$ cat src/rtl/smem_dram_arbiter.sv
// Round-robin arbiter that lets N SMEM BWT-extend lanes share one DRAM occurrence-table port.
// An in-order tag FIFO records each issuing lane so that in-order responses can be steered back to it.
module smem_dram_arbiter #(
    parameter int NUM_LANES       = 4,
    parameter int LANE_W          = 2,
    parameter int MAX_OUTSTANDING = 16,
    parameter int CNT_W           = 5,
    parameter int ADDR_W          = 32,
    parameter int RESP_W          = 768
) (
    input  logic                        Clk_32UI,
    input  logic                        reset_BWT_extend,
    input  logic [NUM_LANES-1:0]        lane_req_valid,
    output logic [NUM_LANES-1:0]        lane_req_ready,
    input  logic [NUM_LANES*ADDR_W-1:0] lane_addr_k,
    input  logic [NUM_LANES*ADDR_W-1:0] lane_addr_l,
    input  logic                        DRAM_ready,
    output logic                        DRAM_valid,
    output logic [ADDR_W-1:0]           addr_k,
    output logic [ADDR_W-1:0]           addr_l,
    input  logic                        DRAM_get,
    input  logic [RESP_W-1:0]           DRAM_resp,
    output logic [NUM_LANES-1:0]        lane_resp_valid,
    output logic [RESP_W-1:0]           lane_resp_data,
    output logic [CNT_W-1:0]            outstanding,
    output logic                        resp_underflow
);

    localparam int PTR_W = (MAX_OUTSTANDING > 1) ? $clog2(MAX_OUTSTANDING) : 1;
    localparam logic [LANE_W:0]    NUM_LANES_W = (LANE_W+1)'(NUM_LANES);
    localparam logic [LANE_W-1:0]  LAST_LANE   = LANE_W'(NUM_LANES - 1);
    localparam logic [CNT_W-1:0]   MAX_CNT     = CNT_W'(MAX_OUTSTANDING);

    logic [LANE_W-1:0]    rr_q, rr_d;
    logic                 dram_valid_q, dram_valid_d;
    logic [ADDR_W-1:0]    addr_k_q, addr_k_d;
    logic [ADDR_W-1:0]    addr_l_q, addr_l_d;
    logic [NUM_LANES-1:0] resp_valid_q, resp_valid_d;
    logic [RESP_W-1:0]    resp_data_q, resp_data_d;
    logic [CNT_W-1:0]     cnt_q, cnt_d;
    logic                 underflow_q, underflow_d;
    logic [PTR_W-1:0]     wr_ptr_q, wr_ptr_d;
    logic [PTR_W-1:0]     rd_ptr_q, rd_ptr_d;
    logic [LANE_W-1:0]    tag_mem_q [MAX_OUTSTANDING];

    logic                 can_issue;
    logic                 found;
    logic                 push;
    logic                 pop;
    logic                 fifo_empty;
    logic [LANE_W-1:0]    gnt_id;
    logic [LANE_W-1:0]    head_id;
    logic [LANE_W:0]      sum;

    assign fifo_empty = (cnt_q == '0);
    assign can_issue  = DRAM_ready && (cnt_q < MAX_CNT);
    assign pop        = DRAM_get && !fifo_empty;
    assign head_id    = tag_mem_q[rd_ptr_q];

    // Search upward from rr_q; the first valid lane found wins.
    always_comb begin
        found  = 1'b0;
        gnt_id = '0;
        sum    = '0;
        for (int off = 0; off < NUM_LANES; off++) begin
            sum = {1'b0, rr_q} + (LANE_W+1)'(off);
            if (sum >= NUM_LANES_W) begin
                sum = sum - NUM_LANES_W;
            end
            if (!found && lane_req_valid[sum[LANE_W-1:0]]) begin
                found  = 1'b1;
                gnt_id = sum[LANE_W-1:0];
            end
        end
    end

    assign push = can_issue && found;

    always_comb begin
        lane_req_ready = '0;
        for (int i = 0; i < NUM_LANES; i++) begin
            lane_req_ready[i] = push && (gnt_id == LANE_W'(i));
        end
    end

    always_comb begin
        rr_d         = rr_q;
        dram_valid_d = push;
        addr_k_d     = addr_k_q;
        addr_l_d     = addr_l_q;
        wr_ptr_d     = wr_ptr_q;
        rd_ptr_d     = rd_ptr_q;
        cnt_d        = cnt_q;
        resp_valid_d = '0;
        resp_data_d  = resp_data_q;
        underflow_d  = underflow_q || (DRAM_get && fifo_empty);
        if (push) begin
            rr_d     = (gnt_id == LAST_LANE) ? '0 : gnt_id + LANE_W'(1);
            wr_ptr_d = wr_ptr_q + PTR_W'(1);
            for (int i = 0; i < NUM_LANES; i++) begin
                if (gnt_id == LANE_W'(i)) begin
                    addr_k_d = lane_addr_k[i*ADDR_W +: ADDR_W];
                    addr_l_d = lane_addr_l[i*ADDR_W +: ADDR_W];
                end
            end
        end
        if (pop) begin
            rd_ptr_d    = rd_ptr_q + PTR_W'(1);
            resp_data_d = DRAM_resp;
            for (int i = 0; i < NUM_LANES; i++) begin
                resp_valid_d[i] = (head_id == LANE_W'(i));
            end
        end
        // Simultaneous push and pop leave the occupancy unchanged.
        case ({push, pop})
            2'b10:   cnt_d = cnt_q + CNT_W'(1);
            2'b01:   cnt_d = cnt_q - CNT_W'(1);
            default: cnt_d = cnt_q;
        endcase
    end

    always_ff @(posedge Clk_32UI or negedge reset_BWT_extend) begin
        if (!reset_BWT_extend) begin
            rr_q         <= '0;
            dram_valid_q <= 1'b0;
            addr_k_q     <= '0;
            addr_l_q     <= '0;
            resp_valid_q <= '0;
            resp_data_q  <= '0;
            cnt_q        <= '0;
            underflow_q  <= 1'b0;
            wr_ptr_q     <= '0;
            rd_ptr_q     <= '0;
        end else begin
            rr_q         <= rr_d;
            dram_valid_q <= dram_valid_d;
            addr_k_q     <= addr_k_d;
            addr_l_q     <= addr_l_d;
            resp_valid_q <= resp_valid_d;
            resp_data_q  <= resp_data_d;
            cnt_q        <= cnt_d;
            underflow_q  <= underflow_d;
            wr_ptr_q     <= wr_ptr_d;
            rd_ptr_q     <= rd_ptr_d;
        end
    end

    // Tag storage needs no reset: the pointers alone define what is valid.
    always_ff @(posedge Clk_32UI) begin
        if (push) begin
            tag_mem_q[wr_ptr_q] <= gnt_id;
        end
    end

    assign DRAM_valid      = dram_valid_q;
    assign addr_k          = addr_k_q;
    assign addr_l          = addr_l_q;
    assign lane_resp_valid = resp_valid_q;
    assign lane_resp_data  = resp_data_q;
    assign outstanding     = cnt_q;
    assign resp_underflow  = underflow_q;

endmodule

$ cat config.mk
export PLATFORM = sky130hd
export DESIGN_NAME = smem_dram_arbiter
export DESIGN_NICKNAME = d
export VERILOG_FILES = /design/src/rtl/smem_dram_arbiter.sv
export SDC_FILE = /design/constraint.sdc
export NUM_CORES = 2
export LEC_CHECK = 0
export ABC_AREA = 1
export ABC_CLOCK_PERIOD_IN_PS = 3820
export BUFFER_PORTS_ARGS = -buffer_cell sky130_fd_sc_hd__buf_2
export CORE_AREA = 2 2 732 734
export CTS_BUF_LIST = sky130_fd_sc_hd__clkbuf_2 sky130_fd_sc_hd__clkbuf_4 sky130_fd_sc_hd__clkbuf_8
export DETAILED_ROUTE_END_ITERATION = 8
export DIE_AREA = 0 0 734 736
export HOLD_SLACK_MARGIN = 0.1
export SYNTH_ARGS = -nofsm -noshare
export SYNTH_HDL_FRONTEND = slang
export SYNTH_SLANG_ARGS = --single-unit
$ cat constraint.sdc
create_clock -name Clk_32UI -period 3.82 [get_ports Clk_32UI]
set_clock_uncertainty 0.2 [all_clocks]
set_input_delay 0.382 -clock Clk_32UI [delete_from_list [all_inputs] [get_ports Clk_32UI]]
set_output_delay 0.382 -clock Clk_32UI [all_outputs]
set_load 0.005 [all_outputs]
Word-level counts from Yosys, hierarchy flattened
Memories as Yosys holds them, arrays and structs flattened.
Index checks and enable logic that the tools add are counted.
{ "op_classes": {"reduce_logical": 22, "add_sub_neg": 12, "n_lt_le_gt_ge": 9, "n_mux": 33, "eq_ne": 8} }
{ "op_table": {"columns": ["cell", "count"], "rows": [
  ["32-bit two-way mux", 8],
  ["2-bit two-way mux", 9],
  ["2-bit by 3-bit less-than comparator with 1-bit output (second input constant)", 4],
  ["1-bit logical AND", 11],
  ["2-bit equality test (second input constant)", 5],
  ["1-bit two-way mux", 10],
  ["5-bit case mux with 2 select lines", 1],
  ["3-bit >= comparator (second input constant)", 3],
  ["4-bit by 1-bit adder with 4-bit output (second input constant)", 2],
  ["1-bit binary-select mux with 2-bit select", 4],
  ["2-bit by 1-bit subtractor with 2-bit output (second input constant)", 4],
  ["2-bit by 2-bit adder with 3-bit output (second input constant)", 2],
  ["2-bit by 1-bit equality test with 1-bit output (second input constant)", 3],
  ["5-bit by 1-bit adder with 5-bit output (second input constant)", 1],
  ["5-bit logical NOT", 1],
  ["5-bit less-than comparator (second input constant)", 1],
  ["5-bit by 1-bit subtractor with 5-bit output (second input constant)", 1],
  ["1-bit logical NOT", 4],
  ["2-bit logical NOT", 2],
  ["4-bit two-way mux", 1],
  ["4-bit nonzero test", 1],
  ["2-bit by 1-bit adder with 3-bit output (second input constant)", 1],
  ["2-bit by 3-bit >= comparator with 1-bit output (second input constant)", 1],
  ["2-bit by 1-bit adder with 2-bit output (second input constant)", 1],
  ["3 further kinds", 3]
]} }
{ "totals": {"ramBits": 32, "mem_count": 1, "output_inout_bits": 847, "inputBits": 1032, "ff_bits": 853, "elab_cells": 95} }
{ "mem_list": {"columns": ["name", "words", "word_bits", "rd", "rd_ports_with_merged_regs", "wr", "line_no", "text"], "rows": [
  ["tag_mem_q", 16, 2, 1, 0, 1, "44", "logic [LANE_W-1:0] tag_mem_q [MAX_OUTSTANDING];"]
]} }

Depth between registers and ports, before layout
{ "logic_depth": {"word_depth": 19, "mapped_depth": 19, "ltp_nobuf": 17} }

Least setup slack after synthesis
Ideal clock, no wire load.
{ "synth_path": {"kind": "reg2reg", "startpoint": "register rr_q[0]", "endpoint": "register addr_l_q[11], in the netlist addr_l[11]", "slack_ns": 0.844, "required_time_ns": 3.492, "arrival_ns": 2.648, "path_stages_with_launch": 18, "setup_ns": 0.128, "path_buffers": 4, "period_less_slack_ns": 2.976, "cell_sequence": "dfrtp_1 > buf_6 > nand2_1 > o21ai_0 > o21ai_1 > nand3_1 > nand2_1 > nand2_1 > inv_1 > ha_1 > buf_2 > inv_1 > buf_2 > buf_1 > nor2_1 > nor2_1 > a221oi_1 > o21ai_2"} }
{ "synth_via": {"elab_chain_len": 18} }
{ "synth_lines": {"columns": ["element", "line_no", "text"], "rows": [
  ["from (decl)", "34", "logic [LANE_W-1:0] rr_q, rr_d;"],
  ["from (signal assigned)", "135", "rr_q <= rr_d;"],
  ["branches (longest 13 deep; another with 2-bit by 1-bit adder with 3-bit output)", null, null],
  ["2-bit two-way mux *", "70", "if (!found && lane_req_valid[sum[LANE_W-1:0]]) begin"],
  ["net gnt_id[0]", "51", "logic [LANE_W-1:0] gnt_id;"],
  ["2-bit by 1-bit equality test with 1-bit output", "101", "if (gnt_id == LANE_W'(i)) begin"],
  ["32-bit two-way mux (3 in a row)", "101", null],
  ["to (signal assigned)", "138", "addr_l_q <= addr_l_d;"],
  ["to (decl)", "37", "logic [ADDR_W-1:0] addr_l_q, addr_l_d;"]
]} }
Mark *: on every way through the listed nets, which the timed path passes. The select of a mux whose other input is x is not followed.
A chain may end at the register's enable or synchronous reset.

Worst setup path in the final report
{ "layout_path": {"startpoint": "register rr_q[0]", "endpoint": "register addr_k_q[15], in the netlist addr_k[15]"} }
{ "layout_via": {"elab_chain_len": 18} }
{ "layout_lines": {"columns": ["element", "line_no", "text"], "rows": [
  ["branches (longest 13 deep; another with 2-bit by 1-bit adder with 3-bit output)", null, null],
  ["2-bit two-way mux *", "70", null],
  ["net gnt_id[0]", "51", null],
  ["2-bit by 1-bit equality test with 1-bit output", "101", null],
  ["32-bit two-way mux (3 in a row)", "101", null],
  ["to (signal assigned)", "137", "addr_k_q <= addr_k_d;"],
  ["to (decl)", "36", "logic [ADDR_W-1:0] addr_k_q, addr_k_d;"]
]} }
Marked as above.

==> results.tsv <==
stage	metric	value	unit
synth	synth_simple_gate_area_share	28.2	%
drt	avgViaCountPerCell	3.15	
global_route	antenna_found_initial	238	
floorplanning	dieWidth	734	um
timing	worst_slack	0.138	ns
clock_tree	path_clk_slew	0.06	ns
synth	synthArstFlopShare	96.4	%
place	dpl_cell_area	0.0537	mm^2
timing	fmax	272	MHz
place	hpwl	362000	um
clock_tree	cts.sinks	885	
final_layout	final-seq-area	0.0223	mm^2
floorplanning	die_y	736	um
global_route	gr-usage-all-layers	15.6	%
worst_setup_path	cp_slowest_cell	dlygate4sd3_1	
synth	muxShareOfSynthArea	0	%
synth	synth.ff_latch_count	885	
synth	yosys.area.top_type	dfrtp_1	
synth	synth-xor-area-share	0.297	%
synth	synth_area	0.0354	mm^2
drt	antenna_left	0	
worst_setup_path	cp_slowest_stage_delay	0.59	ns
global_route	gr-total-overflow	0	
floorplanning	start_util	6.66	%
worst_setup_path	cp_max_fo	14	
drt	drt-total-wl	441000	um
final_layout	drive_gt1_share	28.7	%
timing	tightest_slew	0.970	ns
pwr	power_density	621	mW/mm^2
drt	wl_met2	175000	um
global_route	grt_pass1_vias	51478	
place	globalplace.congestion	0.997	
synth	synth.yosys.seq_area_share	62.9	%
clock_tree	cts_root_buffer	clkbuf_8	
worst_setup_path	crit_chain	buf_6, nand2_1, nand3_2, nand2_2, inv_1, a21oi_1, nand2_1, nand2_2, inv_4, buf_4, ha_4, buf_8, nor2_4, inv_4, buf_12, a21oi_1, a221oi_1, dlygate4sd3_1, o21ai_1	
drt	first_iter_violations	4677	
synth	synth_edf_count	32	
global_route	grt_max_degree	120	
worst_setup_path	cp-end-kind	register	
timing	relSlewSlack	35.3	%
drt	dr_wl_met3	80200	um
final_layout	syn_to_final_growth	134	%
timing	hold_violations	0	
final_layout	mostFrequentLayoutCells	nand2_1 (2476), dlygate4sd3_1 (2402), buf_2 (1876)	
synth	synth_area_leaders	dfrtp_1 (60%), nand2_1 (26%), edfxtp_1 (2.7%)	
floorplanning	ioPinCount	1879	
drt	wl_per_cell	28.0	um
worst_setup_path	cp.required	4.49	ns
final_layout	final_core_util	15.6	%
run_status	status	complete, no violations	
synth	avgSynthCellArea	8.77	um^2
drt	vias	49694	
clock_tree	clockBufferDepth	4	
synth	synth_compound_area_share	4.59	%
drt	drt_drc_violations_left	0	
synth	syn_inst	4041	
drt	dr.pass1.iters	9	
timing	period_share	96.4	%
synth	synth_top_area_share	60.2	%
flow_run	max_cap_viol_count	0	
clock_tree	clk_latency	1.05	ns
pwr	design_power_total	51.5	mW
min_path	hold_class	input port to register	
clock_tree	cts_buffers	184	
global_route	grt_pass1_wl	548000	um
final_layout	multiInputGateArea	0.0121	mm^2
worst_setup_path	critPathArrivalTime	4.35	ns
place	portBuffers	1878	
synth	synth-main-ff-cell	dfrtp_1	
floorplanning	num_rows	268	
floorplanning	core-area	0.532	mm^2
synth	synth_fp_nets	5085	
drt	wl_met1	154000	um
final_layout	final_area	0.0829	mm^2
timing	fin_crit	3.68	ns
timing	finalMaxSlewViolations	0	
synth	yosysWarningCount	0	
floorplanning	dieArea	0.540	mm^2
timing	rsz0062_at_grt	true	
clock_tree	cts_tree	done	
final_layout	mostFrequentLayoutCell	nand2_1	
synth	synth_adder_area_share	0.424	%
place	dpl_worst_slack	0.338	ns
synth	synth_cell_types	33	
timing	setup_viol	0	
worst_setup_path	critPathLaunchType	register	
final_layout	fin_nets	9448	
pwr	leakage	39.2	nW
clock_tree	cts_max_level	4	
worst_setup_path	critPathKind	register to register	
final_layout	num-fill-cells	59723	
drt	highest_layer	met5	
pwr	ir_worst_vdd	0.000725	V
synth	synth_top_family_by_area	simple AND/OR/NAND/NOR gates	
## routing by layer
| layer | global-route usage [%] | vias up |
|---|---|---|
| met4 | 9.15 | 134 |
| met1 | 16.2 | 23600 |
| li1 | - | 21545 |
| met3 | 12.1 | 1137 |
| met5 | 0 | - |
| met2 | 22.2 | 3278 |
## flip-flops by register name, summed over array words and instances, names as in the netlist, 2 cells and up
register         cells
lane_resp_data     768
addr_k              32
addr_l              32
tag_mem_q           32
outstanding          5
lane_resp_valid      4
rd_ptr_q             4
wr_ptr_q             4
rr_q                 2
## cell type report
class                   instances  area share, %
diodes                        218          0.658
flip-flops and latches        885           26.9
inverters                      34          0.181
repair buffers               4402           42.1
multi-input cells            2897           14.6
clock inverters                62          0.744
well taps                    7020           10.6
clock buffers                 269           4.19
## Yosys cell counts (2+ instances only)
master	instances
clkbuf_1	97
nand3_1	17
a22oi_1	8
a221oi_1	56
a21oi_1	43
nor2_1	95
ha_1	12
o21ai_0	49
buf_1	15
o211ai_1	7
buf_12	3
buf_2	97
dfrtp_1	853
nand3_2	2
xnor2_1	4
xor2_1	8
o21a_1	8
edfxtp_1	32
nand2_2	33
inv_2	4
nand2_1	2484
o21ai_2	40
buf_6	11
o21ai_1	26
inv_1	29
## worst paths after layout
kind	startpoint	end	slack, ns	cells past startpoint
min in group asynchronous	reset_BWT_extend	lane_resp_data[454]	0.52	4
worst min-delay path	DRAM_resp[556]	lane_resp_data[556]	0.26	4
worst min register to register	lane_resp_data[329]	lane_resp_data[329]	0.27	2
worst max register to register	rr_q[0]	addr_k[15]	0.14	19
max in group asynchronous	reset_BWT_extend	addr_k[11]	1.77	6
worst max-delay path	rr_q[0]	addr_k[15]	0.14	19
## repair_timing
action | 4_1_cts | 5_1_grt
gates cloned | 0 | 3
hold endpoints to repair | 1744 | 1
hold buffers | 2405 | 1
buffers inserted | 12 | 9
endpoints found under the setup margin | 4 | 56
pin swaps | 13 | 8
gates resized for setup | 32 | 35
## report_power, final
part           switching (mW)  internal (mW)  leakage [nW]
Clock                    5.41           6.42          2.15
Sequential               1.73           12.1          10.7
Combinational            16.1           9.65          26.3
Total                    23.3           28.2          39.2
## worst max-delay path: cells and delay by family, from the launching register on
| kind | cells | cell delay (ns) |
|---|---|---|
| AOI/OAI and AO/OA | 4 | 0.48 |
| DFF | 1 | 0.48 |
| buffers and inverters | 8 | 1.42 |
| adders and majority gates | 1 | 0.17 |
| and+or+nand+nor | 6 | 0.73 |
## per-stage QoR
| stage | std cells | hold WS [ns] | TNS [ns] |
|---|---|---|---|
| 6_report | 15787 | 0.260 | 0 |
| 5_1_grt | 15735 | 0.198 | -0.661 |
| 3_5_place_dp | 12812 | 0.189 | 0 |
| 4_1_cts | 15559 | 0.101 | 0 |
| 3_3_place_gp | 12812 | 0.188 | 0 |
| 2_1_floorplan | 4041 | -0.114 | 0 |
## cell families (layout without fill, tap and decap cells)
kind of cell | after synthesis | count (layout)
AND/OR/NAND/NOR | 2633 | 2633
flip-flops | 885 | 885
buffers and inverters | 259 | 4767
AO/OA/AOI/OAI | 240 | 240
adder cells (fa/ha/maj) | 12 | 12
XOR/XNOR | 12 | 12
other | 0 | 218
Power figures use the tool's default switching activity.
